<file path="config.mk">
export PLATFORM = sky130hd
export DESIGN_NAME = dmem_arbiter
export DESIGN_NICKNAME = d
export VERILOG_FILES = /design/src/rtl/dmem_arbiter.sv
export SDC_FILE = /design/constraint.sdc
export NUM_CORES = 1
export LEC_CHECK = 0
export BUFFER_PORTS_ARGS = -buffer_cell sky130_fd_sc_hd__buf_2
export CORE_AREA = 8 8 82 84
export CTS_CLUSTER_SIZE = 16
export DETAILED_ROUTE_END_ITERATION = 10
export DIE_AREA = 0 0 90 92
export PLACE_DENSITY = 0.73
export SYNTH_ARGS = -nofsm -noshare
export SYNTH_HDL_FRONTEND = slang
export SYNTH_SLANG_ARGS = --single-unit
</file>
<file path="constraint.sdc">
create_clock -name clk -period 4.2 [get_ports clk]
set_clock_uncertainty 0.1 [all_clocks]
set_input_delay 1.26 -clock clk [delete_from_list [all_inputs] [get_ports clk]]
set_output_delay 1.26 -clock clk [all_outputs]
set_load 0.02 [all_outputs]
</file>
<file path="src/rtl/dmem_arbiter.sv">
`default_nettype none
// ============================================================================
// Module  : dmem_arbiter
// Brief   : Two-requester (CPU / debug) data-memory arbiter with a rotating
//           priority pointer, debug priority lock and 1-cycle read return.
// Revision: 1.0 - initial release
// ============================================================================
module dmem_arbiter #(
    parameter int ADDR_W = 8,
    parameter int DATA_W = 32
) (
    input  logic              clk,
    input  logic              rst,
    input  logic              cpu_req,
    input  logic              cpu_we,
    input  logic [ADDR_W-1:0] cpu_addr,
    input  logic [DATA_W-1:0] cpu_wdata,
    output logic              cpu_gnt,
    output logic              cpu_rvalid,
    output logic [DATA_W-1:0] cpu_rdata,
    input  logic              dbg_req,
    input  logic              dbg_we,
    input  logic [ADDR_W-1:0] dbg_addr,
    input  logic [DATA_W-1:0] dbg_wdata,
    input  logic              dbg_lock,
    output logic              dbg_gnt,
    output logic              dbg_rvalid,
    output logic [DATA_W-1:0] dbg_rdata,
    output logic [ADDR_W-1:0] mem_addr,
    output logic [DATA_W-1:0] mem_wdata,
    output logic              mem_rden,
    output logic              mem_wren,
    input  logic [DATA_W-1:0] mem_q
);

    logic r_prio;
    logic r_rd_pending;
    logic r_rd_owner;
    logic w_cpu_win;
    logic w_dbg_win;
    logic w_gnt_we;

    // Grants are gated by rst so every output is forced low while reset is held.
    always_comb begin
        w_cpu_win = 1'b0;
        w_dbg_win = 1'b0;
        if (!rst) begin
            if (cpu_req && (!dbg_req || !r_prio)) begin
                w_cpu_win = 1'b1;
            end else if (dbg_req) begin
                w_dbg_win = 1'b1;
            end
        end
    end

    always_comb begin
        w_gnt_we  = 1'b0;
        mem_addr  = '0;
        mem_wdata = '0;
        if (w_cpu_win) begin
            w_gnt_we  = cpu_we;
            mem_addr  = cpu_addr;
            mem_wdata = cpu_wdata;
        end else if (w_dbg_win) begin
            w_gnt_we  = dbg_we;
            mem_addr  = dbg_addr;
            mem_wdata = dbg_wdata;
        end
    end

    assign cpu_gnt  = w_cpu_win;
    assign dbg_gnt  = w_dbg_win;
    assign mem_wren = (w_cpu_win | w_dbg_win) & w_gnt_we;
    assign mem_rden = (w_cpu_win | w_dbg_win) & ~w_gnt_we;

    // Debug keeps the pointer on itself only while it asserts dbg_lock.
    always_ff @(posedge clk or posedge rst) begin
        if (rst) begin
            r_prio       <= 1'b0;
            r_rd_pending <= 1'b0;
            r_rd_owner   <= 1'b0;
        end else begin
            if (w_cpu_win) begin
                r_prio <= 1'b1;
            end else if (w_dbg_win) begin
                r_prio <= dbg_lock;
            end
            r_rd_pending <= mem_rden;
            r_rd_owner   <= w_dbg_win;
        end
    end

    assign cpu_rvalid = r_rd_pending & ~r_rd_owner;
    assign dbg_rvalid = r_rd_pending &  r_rd_owner;
    assign cpu_rdata  = cpu_rvalid ? mem_q : '0;
    assign dbg_rdata  = dbg_rvalid ? mem_q : '0;

endmodule
`default_nettype wire

</file>
# After elaboration in Yosys (flattened, before gate mapping)

Index checks and enable logic that the tools add are counted.

Muxes and demuxes: 15
Bitwise logic cells: 7
Reduce and logical (&&, ||, !) cells: 5

Operators with widths:

| kind               | number |
|---|---|
| 32-bit 2-to-1 mux  | 4 |
| 8-bit 2-to-1 mux   | 2 |
| 1-bit 2-to-1 mux   | 9 |
| 1-bit bitwise AND  | 4 |
| 1-bit logical NOT  | 2 |
| 1-bit NOT          | 2 |
| 2-bit nonzero test | 1 |
| 1-bit logical AND  | 1 |
| 1-bit logical OR   | 1 |
| 1-bit OR           | 1 |

Register bits after elaboration: 3
Input bits: 119
Output and inout port bits: 110
Logic and storage cells: 30

# Longest topological paths before layout

Gate-level depths: netlist (run 1).

Depth in word-level cells: 9
Depth in mapped cells: 5

# Worst setup path before layout (run 1)

No wires, ideal clock.

Path kind: input port to output port
Start: input cpu_req
End: output mem_rden
Arrival time: 2.121 ns
Data required time: 2.840 ns
Path slack: 0.719 ns
Stages: 4
Path buffers: 1
Cell sequence: nand2b_1 > buf_6 > nand2_1 > o31ai_1

Cells in the longest elaborated chain, start to end: 7

Ends and longest elaborated chain:

| what                  | RTL line | source |
|---|---|---|
| start, declared       | 14       | `input logic cpu_req,` |
| 1-bit logical AND (*) | 48       | `if (cpu_req && (!dbg_req \|\| !r_prio)) begin` |
| 1-bit 2-to-1 mux      | 48       |  |
| 1-bit 2-to-1 mux      | 47       | `if (!rst) begin` |
| 1-bit 2-to-1 mux      | 64       | `end else if (w_dbg_win) begin` |
| 1-bit 2-to-1 mux      | 60       | `if (w_cpu_win) begin` |
| 1-bit NOT             | 74       | `assign mem_rden = (w_cpu_win \| w_dbg_win) & ~w_gnt_we;` |
| 1-bit bitwise AND (*) | 74       |  |
| end, declared         | 31       | `output logic mem_rden,` |

Mark *: on every way between the ends. The rest lies on a longest branch, timed or not.

# Worst setup path in the final report (run 1)

Start: input dbg_req
End: output mem_wdata[9]

Cells in the longest elaborated chain, start to end: 7

Ends and longest elaborated chain:

| what                  | RTL line | source |
|---|---|---|
| start, declared       | 21       | `input logic dbg_req,` |
| 1-bit logical NOT     | 48       |  |
| 1-bit logical OR      | 48       |  |
| 1-bit logical AND     | 48       |  |
| 1-bit 2-to-1 mux      | 48       |  |
| 1-bit 2-to-1 mux      | 47       |  |
| 32-bit 2-to-1 mux     | 64       |  |
| 32-bit 2-to-1 mux (*) | 60       |  |
| end, declared         | 30       | `output logic [DATA_W-1:0] mem_wdata,` |

Marks and branches as above.

==> results of run 1 <==
registers in the layout, indices dropped and copies added (netlist names):
name,count
r_prio,1
r_rd_owner,1
r_rd_pending,1
critical path: stages:
cell      delay, ns
buf_2          0.13
a21boi_4       0.33
buf_12         0.23
a32oi_1        0.07
nor2_1         0.14
buf_2          0.19
layout by cell type, fill, tap and decap left out:
cell type	instances
a21boi_0	1
a21boi_4	1
a32oi_1	41
and2_1	34
and3_1	32
buf_12	1
buf_2	228
buf_4	6
clkbuf_1	1
clkbuf_8	3
dfrtp_1	3
inv_1	2
nand2_1	2
nand2b_1	1
nor2_1	43
nor2b_2	1
o21ai_0	2
o31ai_1	1
worst max path at each step:
stage	end	slack, ns	depth (start not counted)
finish	mem_wdata[9]	0.49	6
global route	mem_wdata[10]	0.40	6
CTS	mem_wdata[9]	0.47	6
detailed placement	mem_wdata[9]	0.47	6
global placement	mem_wdata[9]	0.44	6
floorplan	mem_rden	0.72	4
routing by layer:
metal | vias up | GRT usage | part of all wire
met5 | - | 0 | 0
met4 | 0 | 0.0374 | 0.012
met3 | 10 | 0.0570 | 0.10
met2 | 161 | 0.316 | 0.52
met1 | 979 | 0.172 | 0.37
li1 | 1132 | - | -
kinds of logic after synthesis:
group,share of synthesized area
flip-flops,0.0584
AND/OR/NAND/NOR,0.464
AO/OA/AOI/OAI,0.313
buffers and inverters,0.164
stage by stage:
step | total power, W | cells | instance area, um2 | worst slack (ns) | hold slack, ns
6_report | 0.000413 | 475 | 2420 | 0.491 | 0.503
4_1_cts | 0.000417 | 475 | 2420 | 0.470 | 0.508
3_3_place_gp | 0.000326 | 471 | 2380 | 0.443 | 0.483
2_1_floorplan | 0.000224 | 192 | 1290 | 0.719 | 0.454
5_1_grt | 0.000447 | 475 | 2420 | 0.400 | 0.579
3_5_place_dp | 0.000330 | 471 | 2380 | 0.471 | 0.500
cell type report:
type	instances	area share
Clock buffer	4	0.0186
Inverter	2	0.00310
Multi-Input combinational cell	159	0.412
Sequential cell	3	0.0310
Tap cell	72	0.0372
Timing Repair Buffer	235	0.498
power groups by stage:
stage	combinational [W]	clock (W)	sequential, W
final	0.000294	0.0000849	0.0000344
after global routing	0.000321	0.0000909	0.0000350
after CTS	0.000296	0.0000868	0.0000344
after detailed placement	0.000295	0	0.0000346
after global placement	0.000292	0	0.0000346
after floorplan	0.000188	0	0.0000356
==> impl_results.md, run 1 <==
- Outcome: complete, no violations
- Switching Power: 0.000199 W
- Final wirelength: 7650 um
- Pint: 0.000214 W
- Num CTS Buffers: 3
- Rel. slew slack: 0.410
- Register area: 75.1 um2
- CP max FO: 32
- Commonest cells in the synthesized netlist: 43 x nor2_1, 41 x a32oi_1, 34 x and2_1
- WHS Endpoint: r_prio$_DFFE_PP0P_
- Count leader, synth: nor2_1
- Via density: 4.80
- # H-tree levels: 1
- WP data required: 2.84 ns
- Ys flop type: dfrtp_1
- Worst min path class: reg -> reg
- Synthesized net count: 311
- Part of the cycle the worst path needs: 0.883
- Worst r2r src: r_prio$_DFFE_PP0P_
- Total setup buffers inserted after CTS: 0
- RSZ-0062 raised after global routing: false
- Peak VDD IR: 0.000121 V
- DIE AREA: 8280 um2
- Multi-input gate area: 1000 um2
- TNS Setup: 0 ns
- Area contributors post-synth: a32oi_1 28%, and2_1 17%, and3_1 16%, nor2_1 13%, dfrtp_1 5.8%
- Synth area leader: a32oi_1
- Mean Syn Cell Area: 6.70 um2
- R2R setup slack: 2.75 ns
- First-pass GRT wire length: 11800 um
- Via Count: 2282
- Final setup fails: 0
- Crit end category: primary output
- I/O pin count: 229
- N_diodes: 0
- Synthesized cell area: 1290 um2
- Initial Util: 0.238
- Port bufs: 228
- Ys async rst share: 1.00
- DR iter-0 viols: 67
- Post-synth EDFFs: 0
- Max Freq: 270 MHz
- Clk slew on worst S/H paths: 0.03 ns
- HP Start: r_prio$_DFFE_PP0P_
- Sequential element share of the synthesized area: 0.0584
- GRT overflow: 0
- WP data arrival: 2.35 ns
- P&R area growth vs syn: 88.4%
- Final Hold Vio Count: 0
- Top-area cell type share of the netlist area: 0.279
- Reg2reg path depth: 4
- Switching part of the total: 0.482
- Hold Buf Count CTS: 0
- WL/cell: 16.1 um
- Syn Inst Count: 192
- Post-CTS sizing: 0
- Detail Placement HPWL: 6490 um
- Share of cells above drive strength 1: 0.596
- Startpoint Class: primary input
- # fillers: 556
- All-Layer GR Usage: 0.166
- Die width: 90 um
- Core area: 5410 um2
- Synth cell types: 18
- Crit. Startpoint: dbg_req
- Worst-Skew Late Latency: 0.22 ns
- # rows: 27
- Part of the power in the clock network: 0.205
- YS warnings: 0
- P per Cell Area: 171 nW/um2
- CTS tree: done
- Slew Viols, Final: 0
- Sequential power share: 0.083
- Die Y: 92 um
- Reg-to-reg endpoint: r_prio$_DFFE_PP0P_
- Final ANT Viol Nets: 0
- Clk buf depth: 2
- Root Buffer: clkbuf_8
- Clock sink count: 3
- Critical path class: in -> out
- Min Tclk post-route: 3.71 ns
- Maxcap violations: 0
- Vias in the first global route: 2384
- Hold path depth: 2
- Leakage: 1.61 nW
- Total Nets Final: 523
- Power share of the combinational group: 0.711
- Seq cells post-synth: 3
- DRC viols: 0
- Slew @ Worst Pin: 0.881 ns
- Util after Layout: 0.448
- Initial antenna violation count: 0
- Routability cong.: 0.825
- Drt pass-1 iters: 7
- Largest net degree at the start of global routing: 43
No activity file was read; power rests on OpenSTA's default activity.
==> run 2, diff against run 1 <==
--- a/config.mk
+++ b/config.mk
@@ -6,11 +6,11 @@
 export NUM_CORES = 1
 export LEC_CHECK = 0
 export BUFFER_PORTS_ARGS = -buffer_cell sky130_fd_sc_hd__buf_2
-export CORE_AREA = 8 8 82 84
+export CORE_AREA = 2 2 88 90
+export CTS_BUF_LIST = sky130_fd_sc_hd__clkbuf_16
 export CTS_CLUSTER_SIZE = 16
 export DETAILED_ROUTE_END_ITERATION = 10
 export DIE_AREA = 0 0 90 92
-export PLACE_DENSITY = 0.73
 export SYNTH_ARGS = -nofsm -noshare
 export SYNTH_HDL_FRONTEND = slang
 export SYNTH_SLANG_ARGS = --single-unit
==> run 2 against run 1 <==
Maximum frequency is 1.9% higher. Largest cell class unchanged. Setup slack better by 0.070 ns. Register-to-register slack better by 0.18 ns. Clock-buffer cell count is 1 lower. Global-route usage is 3.7 points lower. Core utilization is 11 points lower. Total power is 14% higher. Non-clock buffer count is 3 higher.
==> impl_results.md, run 2 (synthesis gave the netlist of run 1 again) <==
- DR iter-0 viols: 72
- Total Nets Final: 526
- TNS Setup: 0 ns
- Largest net degree at the start of global routing: 35
- Crit. Startpoint: dbg_req
- Rel. slew slack: 0.390
- Routability cong.: 0.730
- Worst-Skew Late Latency: 0.22 ns
- Crit end category: primary output
- Via density: 4.52
- Kind of cell adding the most delay to the critical path: buffers and inverters
- Die width: 90 um
- Critical path class: in -> out
- Drt pass-1 iters: 4
- Startpoint Class: primary input
- Share of cells above drive strength 1: 0.599
- Clock sink count: 3
- Root Buffer: clkbuf_16
- Final Hold Vio Count: 0
- Top cell by count, worst path: buf_2
- Crit-path cells: buf_2, a21boi_4, buf_4, nand2_1, o31ai_1, buf_2
- Commonest non-fill, non-tap cell in the layout: buf_2
- Final setup fails: 0
- WP buf/inv: 3
- DIE AREA: 8280 um2
- WP data required: 2.84 ns
- Detail Placement HPWL: 5000 um
- Vias in the first global route: 1962
- Initial Util: 0.173
- Pint: 0.000273 W
- Die Y: 92 um
- Instance count on the critical path: 6
- Most frequent cells in the layout: 228 x buf_2, 43 x nor2_1, 41 x a32oi_1, 34 x and2_1, 32 x and3_1
- Part of the cycle the worst path needs: 0.866
- Clk buf depth: 2
- CTS tree: done
- Worst setup path end: mem_rden
- R2R setup slack: 2.93 ns
- Worst r2r src: r_prio$_DFFE_PP0P_
- Post-CTS sizing: 0
- Switching Power: 0.000199 W
- Num CTS Buffers: 3
- Final WS setup: 0.562 ns
- WL/cell: 11.9 um
- RSZ-0062 raised after global routing: false
- # H-tree levels: 1
- Peak VDD IR: 0.000178 V
- Critical Path Max Stage Delay: 0.29 ns
- Power share of the combinational group: 0.618
- Slew @ Worst Pin: 0.910 ns
- Core area: 7450 um2
- Worst min path class: reg -> reg
- Max Freq: 275 MHz
- Final ANT Viol Nets: 0
- Outcome: complete, no violations
- Leakage: 1.64 nW
- Reg-to-reg endpoint: r_rd_pending$_DFF_PP0_
- CP max FO: 29
- Part of the power in the clock network: 0.309
- Min Tclk post-route: 3.64 ns
- All-Layer GR Usage: 0.130
- Maxcap violations: 0
- CP max stage cell: buf_4
- P per Cell Area: 188 nW/um2
- Largest registers: r_prio (1), r_rd_owner (1), r_rd_pending (1)
- Initial antenna violation count: 0
- GRT overflow: 0
- N_diodes: 0
- Reg2reg path depth: 4
- P&R area growth vs syn: 94.7%
- Hold Buf Count CTS: 0
- Slew Viols, Final: 0
- DRC viols: 0
- Port bufs: 228
- Total setup buffers inserted after CTS: 0
- Setup Slack @ Placement: 0.561 ns
- First-pass GRT wire length: 9230 um
- Sequential power share: 0.073
- # rows: 32
- I/O pin count: 229
- Final wirelength: 6040 um
- Clk slew on worst S/H paths: 0.03 ns
- WP data arrival: 2.28 ns
- Via Count: 2295
- Switching part of the total: 0.422
[run 2: cell types whose count changed in the layout (fill, tap and decap cells not counted)]
| cell | previous run | this run |
|---|---|---|
| clkbuf_1 | 1 | 0 |
| clkbuf_8 | 3 | 0 |
| buf_12 | 1 | 0 |
| buf_4 | 6 | 10 |
| clkbuf_16 | 0 | 3 |
| inv_1 | 2 | 3 |
[run 2: per-layer routing]
layer,GRT usage,share of wire,wire [um]
met5,0,0,0
met4,0.0231,0.0098,59
met3,0.0304,0.10,632
met2,0.242,0.50,3040
met1,0.152,0.38,2310
[run 2: final cells by class]
| class | instances | area [um2] |
|---|---|---|
| fillers | 809 | 4940 |
| repair buffers | 238 | 1220 |
| multi-input cells | 159 | 1000 |
| well taps | 102 | 128 |
| flip-flops and latches | 3 | 75.1 |
| clock buffers | 3 | 75.1 |
| inverters | 2 | 7.51 |
| clock inverters | 1 | 3.75 |
[run 2: through the flow]
step	instances	total power (W)	hold slack [ns]	cell area (um2)	utilization
floorplan	192	0.000224	0.454	1290	-
global placement	504	0.000325	0.496	2430	0.326
detailed placement	504	0.000328	0.485	2430	0.326
CTS	508	0.000478	0.508	2500	0.336
global route	508	0.000505	0.541	2500	0.336
finish	508	0.000472	0.500	2500	0.336
[run 2: power by group through the flow]
| stage | logic, W | clock network [W] | registers (W) |
|---|---|---|---|
| final | 0.000292 | 0.000146 | 0.0000347 |
| after CTS | 0.000294 | 0.000149 | 0.0000347 |
| after global placement | 0.000290 | 0 | 0.0000353 |
| after floorplan | 0.000188 | 0 | 0.0000356 |
| after global routing | 0.000319 | 0.000151 | 0.0000350 |
| after detailed placement | 0.000293 | 0 | 0.0000350 |
[run 2: worst min-delay path: cells and delay by family, from the launching register on]
kind | cells | cell delay (ns)
AOI/OAI and AO/OA | 2 | 0.16
DFF | 1 | 0.39
[run 2: worst min path at each step]
stage	from	endpoint	slack [ns]	cells past startpoint
2_1_floorplan	r_prio$_DFFE_PP0P_	r_prio$_DFFE_PP0P_	0.45	2
3_3_place_gp	r_prio$_DFFE_PP0P_	r_prio$_DFFE_PP0P_	0.50	2
3_5_place_dp	r_prio$_DFFE_PP0P_	r_prio$_DFFE_PP0P_	0.49	2
4_1_cts	r_prio$_DFFE_PP0P_	r_prio$_DFFE_PP0P_	0.51	2
5_1_grt	r_prio$_DFFE_PP0P_	r_prio$_DFFE_PP0P_	0.54	2
6_report	r_prio$_DFFE_PP0P_	r_prio$_DFFE_PP0P_	0.50	2
==> run 3, diff against run 2 <==
--- a/config.mk
+++ b/config.mk
@@ -11,6 +11,7 @@
 export CTS_CLUSTER_SIZE = 16
 export DETAILED_ROUTE_END_ITERATION = 10
 export DIE_AREA = 0 0 90 92
+export GPL_TIMING_DRIVEN = 0
 export SYNTH_ARGS = -nofsm -noshare
 export SYNTH_HDL_FRONTEND = slang
 export SYNTH_SLANG_ARGS = --single-unit
==> run 3 against run 2 <==
Hold slack better by 0.023 ns. Final cell count up 3.1%. Maximum frequency about the same. Via count up 3.7%. Clock-buffer cell count unchanged. Setup slack better by 0.0030 ns. Register-to-register slack worse by 0.08 ns. Non-clock buffer count up 16. Critical path depth down 2. Design area up 4.7%. Clock power about the same. Critical endpoint is now mem_wdata[16].
==> impl_results.md, run 3 (synthesis gave the netlist of run 1 again) <==
- DIE AREA: 8280 um2
- Via density: 4.54
- Worst min path class: reg -> reg
- Power share of the combinational group: 0.627
- # rows: 32
- Drt pass-1 iters: 4
- Total Nets Final: 542
- TNS Setup: 0 ns
- GR Layer Usage met1: 0.166
- Sequential power share: 0.074
- # fillers: 856
- Die width: 90 um
- Final Hold Vio Count: 0
- Crit-path cells: clkbuf_1, clkbuf_1, nor2_1, buf_2
- Critical path class: in -> out
- Top cell by count, worst path: clkbuf_1
- Pint: 0.000289 W
- Largest net degree at the start of global routing: 11
- Hold Buf Count CTS: 0
- Most Crowded Layer GR: met2
- Via Count: 2380
- DR iter-0 viols: 40
- Min Tclk post-route: 3.64 ns
- Part of the power in the clock network: 0.299
- WP data required: 2.84 ns
- Startpoint Class: primary input
- HP Start: r_prio$_DFFE_PP0P_
- Worst-Skew Late Latency: 0.22 ns
- Die Y: 92 um
- Initial Util: 0.173
- Crit end category: primary output
- Largest registers: r_prio (1), r_rd_owner (1), r_rd_pending (1)
- Clk buf depth: 2
- Outcome: complete, no violations
- Root Buffer: clkbuf_16
- Post-CTS sizing: 0
- # H-tree levels: 1
- Total setup buffers inserted after CTS: 0
- Register area: 75.1 um2
- Clk slew on worst S/H paths: 0.03 ns
- Maxcap violations: 0
- Total design power: 0.000499 W
- Part of the cycle the worst path needs: 0.866
- Vias in the first global route: 2091
- P&R area growth vs syn: 104%
- R2R setup slack: 2.85 ns
- WL/cell: 12.4 um
- Crit. Startpoint: rst
- Share of cells above drive strength 1: 0.588
- Switching part of the total: 0.421
- DRC viols: 0
- All-Layer GR Usage: 0.141
- CTS tree: done
- CP max FO: 10
- Detail Placement HPWL: 5480 um
- WP data arrival: 2.28 ns
- Leakage: 1.69 nW
- RSZ-0062 raised after global routing: false
- Final ANT Viol Nets: 0
- Max Freq: 275 MHz
- Rel. slew slack: 0.705
- Clock sink count: 3
- Grt met3 use: 0.0189
- Core area: 7450 um2
- Util after Layout: 0.352
- CP max stage cell: clkbuf_1
- Final wirelength: 6470 um
- Routability cong.: 0.721
- Commonest non-fill, non-tap cell in the layout: buf_2
- I/O pin count: 229
- Worst r2r src: r_prio$_DFFE_PP0P_
- Port bufs: 226
- First-pass GRT wire length: 10000 um
- Slew @ Worst Pin: 0.442 ns
- M2 GR Usage: 0.272
- Num CTS Buffers: 3
- Slew Viols, Final: 0
- Most frequent cells in the layout: 231 x buf_2, 43 x nor2_1, 41 x a32oi_1, 34 x and2_1, 32 x and3_1
- Peak VDD IR: 0.0000852 V
- Switching Power: 0.000210 W
- N_diodes: 0
- GRT overflow: 0
- P per Cell Area: 190 nW/um2
- Critical Path Max Stage Delay: 0.37 ns
- Final setup fails: 0
- Initial antenna violation count: 0
- Post-route design area: 2620 um2
- Multi-input gate area: 1000 um2
- Placed Instance Area: 2540 um2
[run 3: cell types whose count changed in the layout (fill, tap and decap cells not counted), sizes merged]
cell,change
buf,+3
clkbuf,+13
[run 3: final timing paths]
kind,end,depth (start not counted)
hold reg to reg,r_prio$_DFFE_PP0P_,2
hold / removal,r_prio$_DFFE_PP0P_,2
min in group asynchronous,r_prio$_DFFE_PP0P_,2
setup reg to reg,r_rd_pending$_DFF_PP0_,4
setup / recovery,mem_wdata[16],4
max in group asynchronous,r_rd_owner$_DFF_PP0_,2
[run 3: routing by layer]
layer	vias up	wire (um)
met5	-	0
met4	0	70
met3	4	526
met2	142	3300
met1	1064	2570
li1	1170	-
[run 3: critical path, delay by kind of cell]
family / cells / cell delay [ns]
and+or+nand+nor: 1 / 0.12
buffers and inverters: 3 / 0.89
[run 3: power groups by stage]
stage	clock network [W]	registers [W]	logic [W]
after floorplan	0	0.0000356	0.000188
after global placement	0	0.0000378	0.000310
after detailed placement	0	0.0000377	0.000314
after CTS	0.000152	0.0000375	0.000314
after global routing	0.000153	0.0000380	0.000340
final	0.000149	0.0000371	0.000313
[run 3: stage by stage]
stage	worst slack (ns)	cells	hold slack, ns
2_1_floorplan	0.719	192	0.454
3_3_place_gp	0.535	520	0.503
3_5_place_dp	0.548	520	0.508
4_1_cts	0.539	524	0.515
5_1_grt	0.432	524	0.583
6_report	0.565	524	0.524
[run 3: final cells by class]
class,count,area share
multi-input combinational,159,0.381
inverter,2,0.00286
clock inverter,1,0.00143
sequential,3,0.0286
clock buffer,3,0.0286
tap,102,0.0486
timing repair buffer,226,0.431
buffer,28,0.0777
